**config.mk**
```make
export PLATFORM = sky130hd
export DESIGN_NAME = pong_ctrl
export DESIGN_NICKNAME = d
export VERILOG_FILES = /design/src/rtl/pong_ctrl.sv
export SDC_FILE = /design/constraint.sdc
export NUM_CORES = 1
export LEC_CHECK = 0
export ABC_AREA = 1
export CAP_MARGIN = 20
export CORE_UTILIZATION = 40
export CTS_CLUSTER_SIZE = 40
export DETAILED_ROUTE_END_ITERATION = 8
export PLACE_DENSITY = 0.66
export REMOVE_ABC_BUFFERS = 1
export SETUP_SLACK_MARGIN = 0.1
export SYNTH_ARGS = -nofsm -noshare
export SYNTH_HDL_FRONTEND = slang
export SYNTH_SLANG_ARGS = --single-unit
```
**constraint.sdc**
```tcl
create_clock -name clk_i -period 4.6 [get_ports clk_i]
set_clock_uncertainty 0.05 [all_clocks]
set_input_delay 0.92 -clock clk_i [delete_from_list [all_inputs] [get_ports clk_i]]
set_output_delay 0.92 -clock clk_i [all_outputs]
set_load 0.05 [all_outputs]
```
**src/rtl/pong_ctrl.sv**
```systemverilog
// Pong game sequencer: runs a three-phase update (paddles, ball, collisions/score) per frame_tick.
// Build option PONG_ATTRACT_EN: the ball bounces around all four walls while in IDLE and OVER.
module pong_ctrl #(
    parameter int unsigned SCR_W        = 640,
    parameter int unsigned SCR_H        = 480,
    parameter int unsigned BALL_SIZE    = 8,
    parameter int unsigned PAD_W        = 8,
    parameter int unsigned PAD_H        = 64,
    parameter int unsigned PAD_L_X      = 16,
    parameter int unsigned PAD_R_X      = 616,
    parameter int unsigned PAD_SPEED    = 4,
    parameter int unsigned BALL_SPEED   = 2,
    parameter int unsigned SERVE_FRAMES = 60,
    parameter int unsigned WIN_SCORE    = 9
) (
    input  logic       clk_i,
    input  logic       rst_ni,
    input  logic       frame_tick_i,
    input  logic       serve_i,
    input  logic       l_up_i,
    input  logic       l_dn_i,
    input  logic       r_up_i,
    input  logic       r_dn_i,
    output logic [9:0] ball_x_o,
    output logic [9:0] ball_y_o,
    output logic [9:0] pad_l_y_o,
    output logic [9:0] pad_r_y_o,
    output logic [3:0] score_l_o,
    output logic [3:0] score_r_o,
    output logic [1:0] state_o,
    output logic       upd_done_o
);
    localparam int unsigned CntW = $clog2(SERVE_FRAMES + 1);

    localparam logic signed [10:0] CenX    = 11'((SCR_W - BALL_SIZE) / 2);
    localparam logic signed [10:0] CenY    = 11'((SCR_H - BALL_SIZE) / 2);
    localparam logic signed [10:0] MaxX    = 11'(SCR_W - BALL_SIZE);
    localparam logic signed [10:0] MaxY    = 11'(SCR_H - BALL_SIZE);
    localparam logic signed [10:0] PadMax  = 11'(SCR_H - PAD_H);
    localparam logic [9:0]         PadRst  = 10'((SCR_H - PAD_H) / 2);
    localparam logic signed [10:0] PadSpd  = 11'(PAD_SPEED);
    localparam logic signed [10:0] BallSpd = 11'(BALL_SPEED);
    localparam logic signed [10:0] Size    = 11'(BALL_SIZE);
    localparam logic signed [10:0] PadH    = 11'(PAD_H);
    localparam logic signed [10:0] LX      = 11'(PAD_L_X);
    localparam logic signed [10:0] LHitX   = 11'(PAD_L_X + PAD_W);
    localparam logic signed [10:0] RX      = 11'(PAD_R_X);
    localparam logic signed [10:0] RBackX  = 11'(PAD_R_X + PAD_W);
    localparam logic signed [10:0] RHitX   = 11'(PAD_R_X - BALL_SIZE);
    localparam logic [3:0]         WinS    = 4'(WIN_SCORE);

    typedef enum logic [1:0] {StIdle = 2'd0, StServe = 2'd1, StPlay = 2'd2, StOver = 2'd3} game_st_e;
    typedef enum logic [1:0] {PhWait, PhPad, PhBall, PhHit} phase_e;

    game_st_e           st_q;
    phase_e             ph_q;
    logic signed [10:0] bx_q, by_q;
    logic [9:0]         pl_q, pr_q;
    logic               dx_q, dy_q;  // 1 = moving right / down
    logic [3:0]         sl_q, sr_q;
    logic [CntW-1:0]    cnt_q;
    logic               upd_done_q;

    logic signed [10:0] pl_s, pr_s, bx_mv, by_mv, by_nx;
    logic               dy_nx, hit_l, hit_r;
`ifdef PONG_ATTRACT_EN
    logic signed [10:0] bx_nx;
    logic               dx_nx;
`endif

    function automatic logic [9:0] pad_next(input logic [9:0] p, input logic up, input logic dn);
        logic signed [10:0] t;
        t = $signed({1'b0, p});
        if (up && !dn) begin
            t = t - PadSpd;
        end else if (dn && !up) begin
            t = t + PadSpd;
        end
        if (t[10]) begin
            t = '0;
        end else if (t > PadMax) begin
            t = PadMax;
        end
        return t[9:0];
    endfunction

    always_comb begin
        pl_s  = $signed({1'b0, pl_q});
        pr_s  = $signed({1'b0, pr_q});
        bx_mv = dx_q ? bx_q + BallSpd : bx_q - BallSpd;
        by_mv = dy_q ? by_q + BallSpd : by_q - BallSpd;
        by_nx = by_mv;
        dy_nx = dy_q;
        if (by_mv[10]) begin
            by_nx = '0;
            dy_nx = 1'b1;
        end else if (by_mv > MaxY) begin
            by_nx = MaxY;
            dy_nx = 1'b0;
        end
`ifdef PONG_ATTRACT_EN
        bx_nx = bx_mv;
        dx_nx = dx_q;
        if (bx_mv[10]) begin
            bx_nx = '0;
            dx_nx = 1'b1;
        end else if (bx_mv > MaxX) begin
            bx_nx = MaxX;
            dx_nx = 1'b0;
        end
`endif
        // Evaluated on the post-move ball and post-move paddles of this frame
        hit_l = !dx_q && (bx_q <= LHitX) && (bx_q + Size > LX)
                && (by_q + Size > pl_s) && (by_q < pl_s + PadH);
        hit_r = dx_q && (bx_q + Size >= RX) && (bx_q < RBackX)
                && (by_q + Size > pr_s) && (by_q < pr_s + PadH);
    end

    always_ff @(posedge clk_i or negedge rst_ni) begin
        if (!rst_ni) begin
            st_q       <= StIdle;
            ph_q       <= PhWait;
            bx_q       <= CenX;
            by_q       <= CenY;
            pl_q       <= PadRst;
            pr_q       <= PadRst;
            dx_q       <= 1'b1;
            dy_q       <= 1'b1;
            sl_q       <= '0;
            sr_q       <= '0;
            cnt_q      <= '0;
            upd_done_q <= 1'b0;
        end else begin
            upd_done_q <= 1'b0;
            unique case (ph_q)
                PhWait: begin
                    // serve outranks a coincident tick, which is then dropped
                    if (serve_i && (st_q == StIdle || st_q == StOver)) begin
                        st_q  <= StServe;
                        cnt_q <= '0;
                        bx_q  <= CenX;
                        by_q  <= CenY;
                        if (st_q == StOver) begin
                            sl_q <= '0;
                            sr_q <= '0;
                        end
                    end else if (frame_tick_i) begin
                        ph_q <= PhPad;
                    end
                end
                PhPad: begin
                    if (st_q == StServe || st_q == StPlay) begin
                        pl_q <= pad_next(pl_q, l_up_i, l_dn_i);
                        pr_q <= pad_next(pr_q, r_up_i, r_dn_i);
                    end
                    ph_q <= PhBall;
                end
                PhBall: begin
                    if (st_q == StPlay) begin
                        bx_q <= bx_mv;
                        by_q <= by_nx;
                        dy_q <= dy_nx;
                    end
`ifdef PONG_ATTRACT_EN
                    else if (st_q == StIdle || st_q == StOver) begin
                        bx_q <= bx_nx;
                        dx_q <= dx_nx;
                        by_q <= by_nx;
                        dy_q <= dy_nx;
                    end
`endif
                    ph_q <= PhHit;
                end
                PhHit: begin
                    ph_q       <= PhWait;
                    upd_done_q <= 1'b1;
                    if (st_q == StServe) begin
                        if (cnt_q == CntW'(SERVE_FRAMES - 1)) begin
                            cnt_q <= '0;
                            st_q  <= StPlay;
                        end else begin
                            cnt_q <= cnt_q + 1'b1;
                        end
                    end else if (st_q == StPlay) begin
                        if (hit_l) begin
                            bx_q <= LHitX;
                            dx_q <= 1'b1;
                        end else if (hit_r) begin
                            bx_q <= RHitX;
                            dx_q <= 1'b0;
                        end else if (bx_q[10]) begin
                            sr_q <= sr_q + 4'd1;
                            bx_q <= CenX;
                            by_q <= CenY;
                            dx_q <= 1'b0;
                            st_q <= (sr_q + 4'd1 == WinS) ? StOver : StServe;
                        end else if (bx_q > MaxX) begin
                            sl_q <= sl_q + 4'd1;
                            bx_q <= CenX;
                            by_q <= CenY;
                            dx_q <= 1'b1;
                            st_q <= (sl_q + 4'd1 == WinS) ? StOver : StServe;
                        end
                    end
                end
            endcase
        end
    end

    assign ball_x_o   = bx_q[9:0];
    assign ball_y_o   = by_q[9:0];
    assign pad_l_y_o  = pl_q;
    assign pad_r_y_o  = pr_q;
    assign score_l_o  = sl_q;
    assign score_r_o  = sr_q;
    assign state_o    = st_q;
    assign upd_done_o = upd_done_q;

endmodule

```
==> results of run 1 <==
[per-layer routing]
layer | global-route usage | part of all wire | up-vias
li1 | - | - | 2733
met1 | 0.248 | 0.47 | 2405
met2 | 0.340 | 0.48 | 100
met3 | 0.0305 | 0.039 | 18
met4 | 0.0540 | 0.017 | 0
met5 | 0 | 0 | -
[final timing paths]
path	slack, ps	start	end
min reg2reg	470	cnt_q[3]	cnt_q[3]
max reg2reg	1600	by_q[3]	bx_q[5]
min	470	cnt_q[3]	cnt_q[3]
min in group asynchronous	490	rst_ni	pad_r_y_o[5]
max	1600	by_q[3]	bx_q[5]
max in group asynchronous	3140	rst_ni	bx_q[4]
[cell usage after synthesis, drive strengths merged, types with 2 or more instances]
master	instances	area [um2]
xor2	25	219
buf	22	170
o22ai	12	75.1
nor2	57	234
o31ai	3	22.5
a22oi	2	15.0
or2	5	31.3
dfstp	18	473
dfrtp	38	951
nand4	20	125
a21oi	31	155
clkbuf	3	11.3
nor4	3	18.8
clkinv	2	7.51
nand3b	8	63.8
nor3	11	55.1
nand2	225	900
a21o	3	22.5
o211ai	5	37.5
o21ai	67	373
ha	68	851
inv	117	439
xnor2	8	70.1
fa	2	40.0
nand3	55	308
[worst max-delay path, stage by stage, from the launching register on]
cell and delay [ps]:
dfstp_2 630, ha_1 210, nand3_1 100, nand3b_1 190, xnor2_1 170, ha_1 290, nand2_1 50, or2_1 200
nand3b_1 80, nand2_1 60, nor2_2 140, nand2_4 90, nand2_1 80, inv_2 40, nand2_2 50, nand2_2 160
inv_1 180, nand2_1 80, nand2_1 60
[flip-flops by register name, indices dropped and copies added (netlist names)]
register	cells
pad_r_y_o	8
pad_l_y_o	8
score_l_o	4
score_r_o	4
dx_q	1
ph_q	2
bx_q	10
cnt_q	6
by_q	9
upd_done_o	1
dy_q	1
state_o	2
[layout make-up]
| class | count | area [um2] |
|---|---|---|
| multi-input cells | 621 | 3670 |
| well taps | 180 | 225 |
| clock buffers | 5 | 125 |
| repair buffers | 54 | 531 |
| inverters | 119 | 447 |
| flip-flops and latches | 56 | 1420 |
| clock inverters | 3 | 21.3 |
| fillers | 1414 | 7430 |
[metrics by stage]
stage / utilization / instances / hold slack [ps] / setup slack (ps)
after floorplan: - / 796 / 416 / 1570
after global placement: 0.454 / 1030 / 442 / 1630
after detailed placement: 0.454 / 1030 / 453 / 1600
after CTS: 0.464 / 1038 / 466 / 1570
after global routing: 0.464 / 1038 / 488 / 1300
final: 0.464 / 1038 / 469 / 1600
[kinds of logic (layout without fill, tap and decap cells)]
group / after synthesis / after routing / share of synthesized area
xor gates and xnor gates: 33 / 33 / 0.0506
and+or+nand+nor: 385 / 385 / 0.305
other: 1 / 6 / 0.000657
adders and majority gates: 70 / 70 / 0.156
AOI/OAI and AO/OA: 127 / 127 / 0.128
buffers and inverters: 144 / 181 / 0.110
DFF: 56 / 56 / 0.249
==> run_results.csv, run 1 <==
group,metric,value,unit
run_status,status,"finished clean",
die,start_util,0.411,
cts,postCtsHoldBufs,0,
logic_synthesis,ys_seq_elements,56,
placement,routabilityCongestion,0.843,
die,fp.dieH,121,um
routing,ant_nets,0,
cts,clkTransAtPathRegs,80,ps
placement,dp_hpwl,10.5,mm
sta,worst_pin_slew,824,ps
cts,cts_made_buffers,5,
cts,cts_buffer_depth,2,
routing,vias_per_cell,5.06,
global_route,antenna_found_initial,0,
sta,setup_violations,0,
final_layout,nNetsFinal,935,
die,core-area,0.0139,mm2
routing,drt-total-wl,13.4,mm
cts,worstSkewPairLatency,310,ps
global_route,grt_max_degree,40,
global_route,grt_pass1_vias,5012,
die,num_rows,43,
cts,htree_levels,2,
worst_setup_path,startpoint_type,"register",
logic_synthesis,synthFlopType,"dfrtp_1",
cts,clockRootBuffer,"clkbuf_16",
min_path,min_path_cells,1,
min_path,hp-class,"register to register",
routing,vias,5256,
worst_setup_path,endpoint_kind,"register",
global_route,grt.overflow.total,0,
worst_setup_path,rr_worst_depth,18,
sta,fin_crit,3000,ps
die,pin_count,59,
logic_synthesis,avgSynthCellArea,7.00,um2
sta,fmax,0.333,GHz
final_layout,layout-drive-gt1-share,0.0851,
logic_synthesis,ys_types,46,
die,die_w,121,um
sta,finalHoldViolCount,0,
worst_setup_path,critical_path_class,"register to register",
sta,relSlewSlack,0.451,
die,die-area,0.0148,mm2
routing,post-route-drc-count,0,
worst_setup_path,crit_arrival,3210,ps
logic_synthesis,syn-instance-count,816,
placement,place_area,0.00630,mm2
sta,timing.setup.tns,0,ps
worst_setup_path,crit_path_max_fanout,14,
cts,ctsResizeCount,0,
sta,fin_crit_sh,0.653,
cts,post-cts-setup-buffers,0,
routing,routedWlPerCell,12.9,um
global_route,grt_use_total,0.195,
global_route,grt_first_pass_wirelength,23.1,mm
final_layout,antennaDiodeCount,0,
final_layout,layout_common_cells,"211 x nand2_1, 113 x inv_1, 68 x ha_1",
final_layout,syn_to_final_growth,13.0,%
logic_synthesis,yosysSeqAreaShare,0.249,
sta,grt_setup_unrepaired,"false",
logic_synthesis,synth_area,0.00571,mm2
logic_synthesis,async_flop_share,1.00,
worst_setup_path,required,4800,ps
sta,drv_slew,0,
routing,drtIter0Drc,304,
cts,cts_sinks,56,
final_layout,final_common_cell,"nand2_1",
logic_synthesis,synth_warnings,0,
routing,dr.pass1.iters,4,
cts,cts_tree,"done",
final_layout,final_area,0.00645,mm2
logic_synthesis,synth-edff-count,0,
placement,portBuffers,52,
job,max_cap_violations,0,
Power of run 1 is left out: the tool's default activity adds up to more than one toggle a clock period on the data nets, which glitch-free logic cannot reach.
==> run 2: changes to the inputs <==
--- a/config.mk
+++ b/config.mk
@@ -10,7 +10,7 @@
 export CORE_UTILIZATION = 40
 export CTS_CLUSTER_SIZE = 40
 export DETAILED_ROUTE_END_ITERATION = 8
-export PLACE_DENSITY = 0.66
+export PLACE_DENSITY = 0.68
 export REMOVE_ABC_BUFFERS = 1
 export SETUP_SLACK_MARGIN = 0.1
 export SYNTH_ARGS = -nofsm -noshare
==> constraint.sdc (replaced) <==
create_clock -name clk_i -period 2.56 [get_ports clk_i]
set_clock_uncertainty 0.05 [all_clocks]
set_input_delay 0.512 -clock clk_i [delete_from_list [all_inputs] [get_ports clk_i]]
set_output_delay 0.512 -clock clk_i [all_outputs]
set_load 0.05 [all_outputs]
==> run 2 against run 1 <==
  * The run now ends with negative setup slack left
  * Die area is the same
  * Via count grew 5.9%
  * Critical endpoint is now by_q[5]
  * Worst hold slack lost 180 ps
  * Sequential cell count is the same
  * Core utilization grew 5.8 points
  * Critical path depth shrank 1
  * Cell area grew 12%
  * Highest routed layer unchanged
==> run_results.csv, run 2 (synthesized netlist as in run 1, its figures left out) <==
group,metric,value,unit
run_status,status,"finished with violations",
run_status,violations,"negative setup slack",
final_layout,nNetsFinal,998,
global_route,grt-busiest-layer,"met2",
sta,finalHoldViolCount,0,
die,num_rows,43,
worst_setup_path,required,2760,ps
die,die_w,121,um
placement,routabilityCongestion,0.869,
final_layout,largest_reg_flops,10,
routing,ant_nets,0,
cts,worstSkewPairLatency,310,ps
global_route,use_met3,0.0254,
placement,dp.cells,1084,
global_route,grt_first_pass_wirelength,24.7,mm
worst_setup_path,critical_path_class,"register to register",
sta,relSlewSlack,0.495,
final_layout,antennaDiodeCount,0,
worst_setup_path,crit_arrival,2930,ps
sta,grt_setup_unrepaired,"true",
die,core-area,0.0139,mm2
die,fp.dieH,121,um
die,pin_count,59,
die,start_util,0.411,
worst_setup_path,endpoint_kind,"register",
cts,clkTransAtPathRegs,80,ps
cts,cts_tree,"done",
die,die-area,0.0148,mm2
sta,drv_slew,0,
global_route,grt_max_degree,57,
sta,fin_crit,2720,ps
cts,cts_buffer_depth,2,
global_route,antenna_found_initial,0,
cts,htree_levels,2,
routing,routedWlPerCell,13.5,um
job,max_cap_violations,0,
final_layout,final_common_cell,"nand2_1",
routing,dr.pass1.iters,5,
routing,post-route-drc-count,0,
sta,fin_crit_sh,1.06,
cts,clockRootBuffer,"clkbuf_16",
worst_setup_path,startpoint_type,"register",
global_route,use_met2,0.366,
routing,vias,5564,
sta,fmax,0.367,GHz
min_path,hp-class,"primary input to async pin",
global_route,grt_util_met1,0.273,
global_route,grt_pass1_vias,5163,
final_layout,fill_cells,1336,
final_layout,multi_input_area,0.00393,mm2
routing,drt-total-wl,14.9,mm
placement,portBuffers,52,
placement,dp_hpwl,11.1,mm
final_layout,register_area,0.00142,mm2
sta,setup_violations,29,
sta,setup_ws,-165,ps
cts,postCtsHoldBufs,0,
final_layout,final_cells,1101,
sta,worst_pin_slew,758,ps
final_layout,regMostFlops,"bx_q",
placement,place_ws,-247,ps
final_layout,syn_to_final_growth,27.1,%
final_layout,layout_common_cells,"200 x nand2_1, 111 x inv_1, 61 x ha_1",
global_route,grt.overflow.total,0,
worst_setup_path,crit_path_max_fanout,7,
cts,cts_sinks,56,
final_layout,reg_top3,"bx_q: 10 flops, by_q: 9 flops",
routing,drtIter0Drc,315,
final_layout,layout-drive-gt1-share,0.191,
routing,vias_per_cell,5.05,
global_route,grt_use_total,0.209,
cts,cts_made_buffers,5,
-- run 2: changes by cell type in the layout (fill, tap and decap cells not counted), moves of 4 or more --
cell     before  now
buf_4         2   56
nand2_1     211  200
nand2_2      10   19
ha_1         68   61
ha_4          0    7
nand3_1      50   43
nand3_2       4   11
buf_6         0    5
o21ai_0      52   47
a21oi_1      31   27
a21oi_2       0    4
o21ai_1       5    9
-- run 2: layer usage --
layer | vias up | wire (um)
li1 | 2891 | -
met1 | 2555 | 6970
met2 | 104 | 7280
met3 | 14 | 484
met4 | 0 | 156
met5 | - | 0
-- run 2: critical path, stage by stage (launching register included) --
cell	delay (ps)
dfstp_2	580
ha_4	140
nand3_2	60
nand3b_1	180
xnor2_1	160
ha_1	300
nand2_1	70
or2_1	210
nand3b_1	90
nand2_1	70
nor2_2	120
nand2_4	80
nand2_4	90
nand2_4	70
nand3_4	130
buf_12	150
nand2_2	50
nand2_2	60
-- run 2: final cells by class --
type	count	area share
multi-input cells	622	0.542
clock buffers	6	0.0178
flip-flops and latches	56	0.196
well taps	180	0.0311
clock inverters	2	0.00535
inverters	119	0.0628
repair buffers	116	0.145
-- run 2: worst paths after layout --
kind	slack, ps	from	endpoint	cells past startpoint
max	-160	by_q[3]	by_q[5]	17
min	290	rst_ni	pad_r_y_o[5]	2
max reg2reg	-160	by_q[3]	by_q[5]	17
min reg2reg	480	cnt_q[3]	cnt_q[3]	1
max in group asynchronous	1650	rst_ni	bx_q[10]	2
min in group clk_i	480	cnt_q[3]	cnt_q[3]	1
-- run 2: what timing repair did --
action | CTS | global route
gates cloned | 1 | 0
pin swaps | 10 | 8
setup endpoints to repair | 30 | 32
setup buffers | 3 | 5
gates resized for setup | 27 | 39
endpoints found under the hold margin | 0 | 0
-- run 2: through the flow --
stage	area [um2]	util	hold slack (ps)	setup TNS [ps]
floorplan	5550	-	166	-11150
global placement	6730	0.485	454	-2410
detailed placement	6730	0.485	466	-4300
CTS	7010	0.505	338	-1980
global route	7250	0.523	376	-8020
finish	7250	0.523	290	-3110
Power of run 2 is left out for the same reason.
==> run 3: changes to the inputs <==
--- a/config.mk
+++ b/config.mk
@@ -7,10 +7,10 @@
 export LEC_CHECK = 0
 export ABC_AREA = 1
 export CAP_MARGIN = 20
-export CORE_UTILIZATION = 40
+export CORE_UTILIZATION = 50
 export CTS_CLUSTER_SIZE = 40
 export DETAILED_ROUTE_END_ITERATION = 8
-export PLACE_DENSITY = 0.68
+export PLACE_DENSITY = 0.8
 export REMOVE_ABC_BUFFERS = 1
 export SETUP_SLACK_MARGIN = 0.1
 export SYNTH_ARGS = -nofsm -noshare
==> run 3 against run 2 <==
  * The flow still finishes with violations (negative setup slack)
  * First-iteration DRC count grew 14%
  * Worst hold slack gained 2.5 ps
  * Register-to-register slack worse by 90 ps
  * Sequential share of layout area is 0.41 points higher
  * Global-route usage grew 4.8 points
  * Die area is 20% lower
  * Routed wire length barely moved
  * Via count increased by 2.2%
  * Cell area shrank 2.1%
  * Worst setup slack worse by 91 ps
  * Critical path depth down 1
==> run_results.csv, run 3 (synthesized netlist as in run 1, its figures left out) <==
group,metric,value,unit
final_layout,reg_top3,"bx_q: 10 flops, by_q: 9 flops",
sta,grt_setup_unrepaired,"true",
global_route,grt_use_total,0.257,
sta,fmax,0.355,GHz
sta,setup_ws,-255,ps
cts,worstSkewPairLatency,310,ps
final_layout,regMostFlops,"bx_q",
die,pin_count,59,
routing,vias,5687,
job,max_cap_violations,0,
worst_setup_path,crit_path_max_fanout,6,
cts,cts_made_buffers,5,
global_route,antenna_found_initial,0,
sta,fin_crit,2820,ps
die,core-area,0.0110,mm2
final_layout,syn_to_final_growth,24.4,%
sta,relSlewSlack,0.506,
worst_setup_path,critical_path_class,"register to register",
routing,drt-total-wl,14.9,mm
final_layout,largest_reg_flops,10,
routing,drtIter0Drc,358,
sta,drv_slew,0,
routing,ant_nets,0,
worst_setup_path,reg2reg_slack,-260,ps
routing,post-route-drc-count,0,
placement,portBuffers,52,
routing,vias_per_cell,5.40,
final_layout,antennaDiodeCount,0,
die,start_util,0.520,
final_layout,post-route-util,0.647,
placement,dp.cells,1040,
cts,cts_sinks,56,
global_route,grt_pass1_vias,5339,
worst_setup_path,slowest_delay,580,ps
placement,dp_hpwl,10.9,mm
cts,clkTransAtPathRegs,80,ps
worst_setup_path,crit_chain,"ha_4, nand3_2, nand3b_1, xnor2_2, ha_1, nand2_2, or2_1, nand3b_1, nand2_1, nor2_2, nand2_4, nand2_4, nand2_4, nand3_4, buf_12, o21ai_2",
cts,clockRootBuffer,"clkbuf_16",
worst_setup_path,crit_arrival,2950,ps
die,num_rows,38,
placement,place_ws,-217,ps
global_route,grt_first_pass_wirelength,24.2,mm
sta,worst_pin_slew,740,ps
die,fp.dieH,109,um
sta,fin_crit_sh,1.10,
worst_setup_path,endpoint_kind,"register",
worst_setup_path,cp_common_cell,"nand2_4",
final_layout,nNetsFinal,991,
final_layout,layout_common_cells,"198 x nand2_1, 112 x inv_1, 65 x ha_1",
cts,cts_tree,"done",
cts,cts_buffer_depth,2,
worst_setup_path,slowest_stage,"dfstp_2",
worst_setup_path,required,2700,ps
final_layout,layout-drive-gt1-share,0.184,
global_route,grt.overflow.total,0,
routing,routedWlPerCell,14.1,um
cts,htree_levels,2,
worst_setup_path,startpoint_type,"register",
final_layout,final_common_cell,"nand2_1",
sta,finalHoldViolCount,0,
min_path,hp-class,"primary input to async pin",
placement,place_area,0.00664,mm2
die,die_w,109,um
run_status,status,"finished with violations",
global_route,grt_max_degree,57,
sta,setup_violations,29,
final_layout,final_cells,1054,
die,die-area,0.0118,mm2
cts,postCtsHoldBufs,0,
run_status,violations,"negative setup slack",
placement,routabilityCongestion,0.882,
final_layout,final_area,0.00710,mm2
routing,dr.pass1.iters,5,
==> run 3: cell types whose count changed in the layout (fill, tap and decap cells not counted), moves of 3 or more <==
| cell | before | now |
|---|---|---|
| buf_4 | 56 | 51 |
| ha_1 | 61 | 65 |
| ha_4 | 7 | 3 |
| nand2_4 | 7 | 10 |
| nor2_2 | 6 | 9 |
| o21ai_0 | 47 | 41 |
| o21ai_1 | 9 | 12 |
| o21ai_2 | 10 | 14 |
==> run 3: timing repair <==
| item | 4_1_cts | 5_1_grt |
|---|---|---|
| setup buffers | 3 | 1 |
| hold endpoints to repair | 0 | 0 |
| gates resized for setup | 28 | 42 |
| pin swaps | 17 | 21 |
| setup endpoints to repair | 31 | 34 |
| gates cloned | 1 | 1 |
==> run 3: routing by layer <==
metal | global-route usage | up-vias | wire length, um
met1 | 0.328 | 2636 | 6630
met3 | 0.0389 | 33 | 652
met4 | 0.0917 | 0 | 377
li1 | - | 2852 | -
met5 | 0 | - | 0
met2 | 0.439 | 166 | 7220
==> run 3: worst max-delay path, delay by kind of cell (launching register included) <==
kind            cells  cell delay (ps)
fa+ha+maj           2              460
flops               1              580
xor+xnor            1              180
simple gates       11             1230
buf+inv             1              150
compound gates      1               60
==> run 3: final timing paths <==
check	from	cells after the start	end
min in group clk_i	cnt_q[3]	1	cnt_q[3]
hold / removal	rst_ni	2	pad_l_y_o[8]
setup / recovery	by_q[3]	16	by_q[8]
max in group asynchronous	rst_ni	2	cnt_q[4]
setup reg to reg	by_q[3]	16	by_q[8]
hold reg to reg	cnt_q[3]	1	cnt_q[3]
==> run 3: area by class of cell <==
type,count,area (um2)
Tap cell,140,175
Inverter,119,452
Fill cell,925,3880
Sequential cell,56,1420
Timing Repair Buffer,109,988
Multi-Input combinational cell,622,3920
Clock inverter,2,16.3
Clock buffer,6,129
==> run 3: metrics by stage <==
step / setup TNS (ps) / hold WS (ps)
after CTS: -2960 / 333
after floorplan: -11150 / 166
after global routing: -10040 / 362
after detailed placement: -4640 / 442
after global placement: -2080 / 438
final: -5580 / 293
Power of run 3 is left out for the same reason.
